**src/rtl/seg_pkg.sv**
```systemverilog
// seg_pkg: shared defaults, slot state type and width helpers for the scan driver
package seg_pkg;
  localparam int NUM_DIGITS_DEF = 4;
  localparam int DIV_DEF = 50000;
  localparam int DEAD_DEF = 16;
  localparam int IDX_W_DEF = $clog2(NUM_DIGITS_DEF);
  localparam int CNT_W_DEF = $clog2(DIV_DEF);
  typedef enum logic {DEAD_T, DRIVE} slot_state_t;
  function automatic int width_of(input int n);
    return (n < 2) ? 1 : $clog2(n);
  endfunction
endpackage

```
**src/rtl/seg_scan_driver_decoder.sv**
```systemverilog
// seg_scan_driver_decoder: hex nibble to active-high {g,f,e,d,c,b,a} segment pattern
module seg_scan_driver_decoder (
  input  logic [3:0] in,
  output logic [6:0] out
);
  always_comb begin
    out = 7'h00;
    case (in)
      4'h0: out = 7'h3f;
      4'h1: out = 7'h06;
      4'h2: out = 7'h5b;
      4'h3: out = 7'h4f;
      4'h4: out = 7'h66;
      4'h5: out = 7'h6d;
      4'h6: out = 7'h7d;
      4'h7: out = 7'h07;
      4'h8: out = 7'h7f;
      4'h9: out = 7'h6f;
      4'ha: out = 7'h77;
      4'hb: out = 7'h7c;
      4'hc: out = 7'h39;
      4'hd: out = 7'h5e;
      4'he: out = 7'h79;
      default: out = 7'h71;
    endcase
  end
endmodule

```
**src/rtl/seg_scan_driver.sv**
```systemverilog
// seg_scan_driver: multiplexed hex display scanner with dead time, frame-synchronous update and leading-zero blanking
module seg_scan_driver
  import seg_pkg::*;
#(
  parameter int NUM_DIGITS = NUM_DIGITS_DEF,
  parameter int DIV = DIV_DEF,
  parameter int DEAD = DEAD_DEF
) (
  input  logic                    clk,
  input  logic                    rst,
  input  logic [4*NUM_DIGITS-1:0] value,
  input  logic                    load,
  input  logic                    enable,
  input  logic                    lz_blank,
  output logic [3:0]              digit,
  output logic [6:0]              seg,
  output logic [NUM_DIGITS-1:0]   an,
  output logic                    frame_start,
  output logic                    pending
);
  localparam int CW = width_of(DIV);
  localparam int IW = width_of(NUM_DIGITS);
  localparam int VW = 4 * NUM_DIGITS;
  logic [CW-1:0] cnt, cnt_nx;
  logic [IW-1:0] idx, idx_nx;
  logic [VW-1:0] disp, pend_reg;
  logic [NUM_DIGITS-1:0] zero_up;
  logic wrap, frame, xfer, blank;
  slot_state_t state, state_nx;
  always_comb begin
    wrap = cnt == CW'(DIV - 1);
    frame = wrap && idx == IW'(NUM_DIGITS - 1);
    xfer = !enable || frame;
    cnt_nx = (!enable || wrap) ? '0 : cnt + 1'b1;
    idx_nx = xfer ? '0 : wrap ? idx + 1'b1 : idx;
    state_nx = (enable && int'(cnt_nx) >= DEAD) ? DRIVE : DEAD_T;
  end
  always_ff @(posedge clk) begin
    if (rst) begin
      cnt <= '0;
      idx <= '0;
      state <= DEAD_T;
      disp <= '0;
      pend_reg <= '0;
      pending <= 1'b0;
      frame_start <= 1'b0;
    end else begin
      cnt <= cnt_nx;
      idx <= idx_nx;
      state <= state_nx;
      frame_start <= enable && frame;
      if (xfer) disp <= pend_reg;
      pending <= xfer ? load : (pending | load);
      if (load) pend_reg <= value;
    end
  end
  // zero_up[i]: every nibble from i upward is zero, so digit i is a leading zero
  always_comb begin
    zero_up = '0;
    for (int i = 0; i < NUM_DIGITS; i++) zero_up[i] = (disp >> (4 * i)) == '0;
    blank = lz_blank && idx != '0 && zero_up[idx];
    digit = 4'(disp >> (4 * int'(idx)));
    an = (state == DRIVE && !blank) ? ~(NUM_DIGITS'(1) << idx) : '1;
  end
  seg_scan_driver_decoder u_dec (
    .in (digit),
    .out(seg)
  );
endmodule

```
**config.mk**
```make
export PLATFORM = sky130hd
export DESIGN_NAME = seg_scan_driver
export DESIGN_NICKNAME = d
export VERILOG_FILES = /design/src/rtl/seg_pkg.sv /design/src/rtl/seg_scan_driver_decoder.sv /design/src/rtl/seg_scan_driver.sv
export SDC_FILE = /design/constraint.sdc
export NUM_CORES = 1
export LEC_CHECK = 0
export BUFFER_PORTS_ARGS = -buffer_cell sky130_fd_sc_hd__buf_2
export CORE_MARGIN = 2
export CORE_UTILIZATION = 35
export CTS_CLUSTER_DIAMETER = 80
export DETAILED_ROUTE_END_ITERATION = 10
export PLACE_DENSITY_LB_ADDON = 0.08
export REMOVE_ABC_BUFFERS = 1
export SLEW_MARGIN = 20
export SYNTH_ARGS = -nofsm -noshare
export SYNTH_HDL_FRONTEND = slang
export SYNTH_HIERARCHICAL = 1
export SYNTH_SLANG_ARGS = --single-unit
```
**constraint.sdc**
```tcl
create_clock -name clk -period 3.9 [get_ports clk]
set_input_delay 0.39 -clock clk [delete_from_list [all_inputs] [get_ports clk]]
set_output_delay 0.39 -clock clk [all_outputs]
set_load 0.03 [all_outputs]
```
==> impl_metrics.env <==
export IMPL_netlist_area_sq_um=2790
export IMPL_clock_sinks=53
export IMPL_initial_core_util=0.360
export IMPL_hold_path_startpoint="value[0]"
export IMPL_num_vias=2086
export IMPL_vias_per_cell=4.99
export IMPL_cp_required_ns=3.51
export IMPL_pin_count=38
export IMPL_vdd_drop_max_uv=192
export IMPL_routedWlPerCell_microns=13.6
export IMPL_ys_flop_type="dfxtp_1"
export IMPL_drc=0
export IMPL_layout_common_cells="dfxtp_1 (53), nor2_1 (49), buf_2 (37)"
export IMPL_slew_headroom=0.574
export IMPL_cts_tree="built"
export IMPL_worstSkewPairLatency_ns=0.31
export IMPL_antenna_found_initial=0
export IMPL_post_cts_resized=0
export IMPL_grt_start_max_net_pins=36
export IMPL_wl_mm=5.68
export IMPL_clock_tree_buffer_depth=2
export IMPL_die_x_microns=93.2
export IMPL_die_area_sq_um=8690
export IMPL_hold_path_class="input port to flip-flop"
export IMPL_dp_hpwl_mm=4.19
export IMPL_fin_crit_sh=0.772
export IMPL_ff2ff_path_depth=6
export IMPL_r2r_setup_slack_ns=1.81
export IMPL_r2r_end="cnt[15]"
export IMPL_maxCapViolCount=0
export IMPL_crit_chain="mux4_2 > inv_1 > ha_1 > inv_1 > mux4_1 > buf_2"
export IMPL_gp_congestion=0.780
export IMPL_critPathKind="flip-flop to output port"
export IMPL_seq_area_frac_synth=0.381
export IMPL_cp_slowest_stage_delay_ns=0.64
export IMPL_crit_slowest_cell="mux4_2"
export IMPL_synthTopCellsByArea="dfxtp_1 (38%), mux2i_1 (13%), nor2_1 (6.6%)"
export IMPL_grt_first_pass_wirelength_mm=9.88
export IMPL_postCtsSetupBuffers=0
export IMPL_hold_viol=0
export IMPL_antenna_cells=0
export IMPL_p_leak_uw=0.00127
export IMPL_holdBufCountCts=0
export IMPL_fin_cells=418
export IMPL_rsz0062_at_grt="false"
export IMPL_cpLargestDelayFamily="multiplexers"
export IMPL_crit_path_end_kind="output port"
export IMPL_ys_seq_elements=53
export IMPL_cp_start_kind="flip-flop"
export IMPL_dp_cells=410
export IMPL_synth_top_area_frac=0.381
export IMPL_whs_path_depth=3
export IMPL_final_setup_tns_ns=0
export IMPL_grt_overflow=0
export IMPL_root_buffer="clkbuf_8"
export IMPL_hold_worst_slack_ns=0.304
export IMPL_grt_util_all_layers=0.142
export IMPL_grt_pass1_vias=1991
export IMPL_fmax_mhz=332
export IMPL_die_h_microns=93.2
export IMPL_portBuffers=37
export IMPL_synth_distinct_cells=45
export IMPL_cts_clk_slew_worst_paths_ns=0.11
export IMPL_synth_top_area_cell="dfxtp_1"
export IMPL_synthCells=289
export IMPL_syn_to_final_growth_pct=11.5
export IMPL_ant_nets=0
export IMPL_layout_drive_gt1_share=0.193
export IMPL_cpMostUsedCell="inv_1"
export IMPL_ys_warn_count=6
export IMPL_drt_iter0_drc=86
export IMPL_synth_avg_cell_area_sq_um=9.64
export IMPL_arrival_ns=2.62
export IMPL_drv_slew=0
export IMPL_synth_edf_count=0
export IMPL_hold_end="pend_reg[0]"
export IMPL_path_buf_inv=3
export IMPL_h_tree_depth=2
export IMPL_startpoint="idx[0]"
export IMPL_total_power_uw=1060
export IMPL_final_area_sq_um=3110
export IMPL_nNetsFinal=349
export IMPL_dr_pass1_iters=4
export IMPL_rows=32
export IMPL_finalSetupViolations=0
export IMPL_rr_startpoint="cnt[0]"
export IMPL_core_sq_um=7730
export IMPL_worstMarginPinSlew_ns=0.640
export IMPL_ys_async_sr_fraction=0
export IMPL_cts_buffers=5
export IMPL_outcome="completed"
export IMPL_period_minus_slack_ns=3.01
export IMPL_power_density_nw_per_um2=342
export IMPL_fin_skew_ns=0.0142
export IMPL_dpl_cell_area_sq_um=2990
export IMPL_layout_commonest_cell="dfxtp_1"
export IMPL_path_max_fanout=9
cell families after synthesis:
kind of cell | share of synthesized area
AOI/OAI and AO/OA | 0.0589
xor gates and xnor gates | 0.0472
adders and majority gates | 0.0584
buffers and inverters | 0.0593
DFF | 0.381
muxes | 0.180
and+or+nand+nor | 0.216
worst max-delay path by stage:
| stage | endpoint | slack [ns] | depth (start not counted) |
|---|---|---|---|
| after floorplan | seg[5] | 1.26 | 4 |
| after global placement | seg[3] | 1.28 | 6 |
| after detailed placement | seg[3] | 1.18 | 6 |
| after CTS | seg[3] | 0.84 | 6 |
| after global routing | seg[3] | 0.73 | 6 |
| final | seg[3] | 0.89 | 6 |
layer usage:
layer	vias up	track usage	part of all wire	routed length (microns)
met5	-	0	0	0
met4	0	0.0478	0.011	65
met3	5	0.0330	0.046	263
met2	47	0.211	0.43	2440
met1	970	0.202	0.51	2910
li1	1064	-	-	-
through the flow:
step	setup slack [ns]	utilization
finish	0.889	0.402
global route	0.726	0.402
CTS	0.844	0.402
detailed placement	1.18	0.387
global placement	1.28	0.387
floorplan	1.26	-
worst reg2reg max path: cells and delay by family, from the launching register on:
family | cells | cell delay [ns]
simple gates | 5 | 1.30
flops | 1 | 0.43
fa+ha+maj | 1 | 0.23
Yosys cell counts, drive strengths merged, types with 3 or more instances:
| cell type | number |
|---|---|
| mux2 | 3 |
| nor3 | 8 |
| and4 | 4 |
| inv | 11 |
| buf | 13 |
| nand2 | 14 |
| dfxtp | 53 |
| mux2i | 35 |
| xnor2 | 9 |
| ha | 13 |
| nand4 | 8 |
| clkbuf | 6 |
| a21oi | 9 |
| nand3 | 8 |
| a31oi | 3 |
| nor2 | 49 |
| mux4 | 5 |
| xor2 | 6 |
| nor4 | 5 |
| and3 | 5 |
power by group:
group	switching (uW)	internal (uW)
Clock	194	196
Sequential	12.1	558
Combinational	57.8	43.5
final cells by class:
class / instances / area, sq um
fill: 795 / 4620
clock buffer: 5 / 68.8
clock inverter: 3 / 48.8
timing repair buffer: 38 / 193
multi-input combinational: 206 / 1570
sequential: 53 / 1060
inverter: 11 / 41.3
tap: 102 / 128
(Power assumes the default switching activity.)
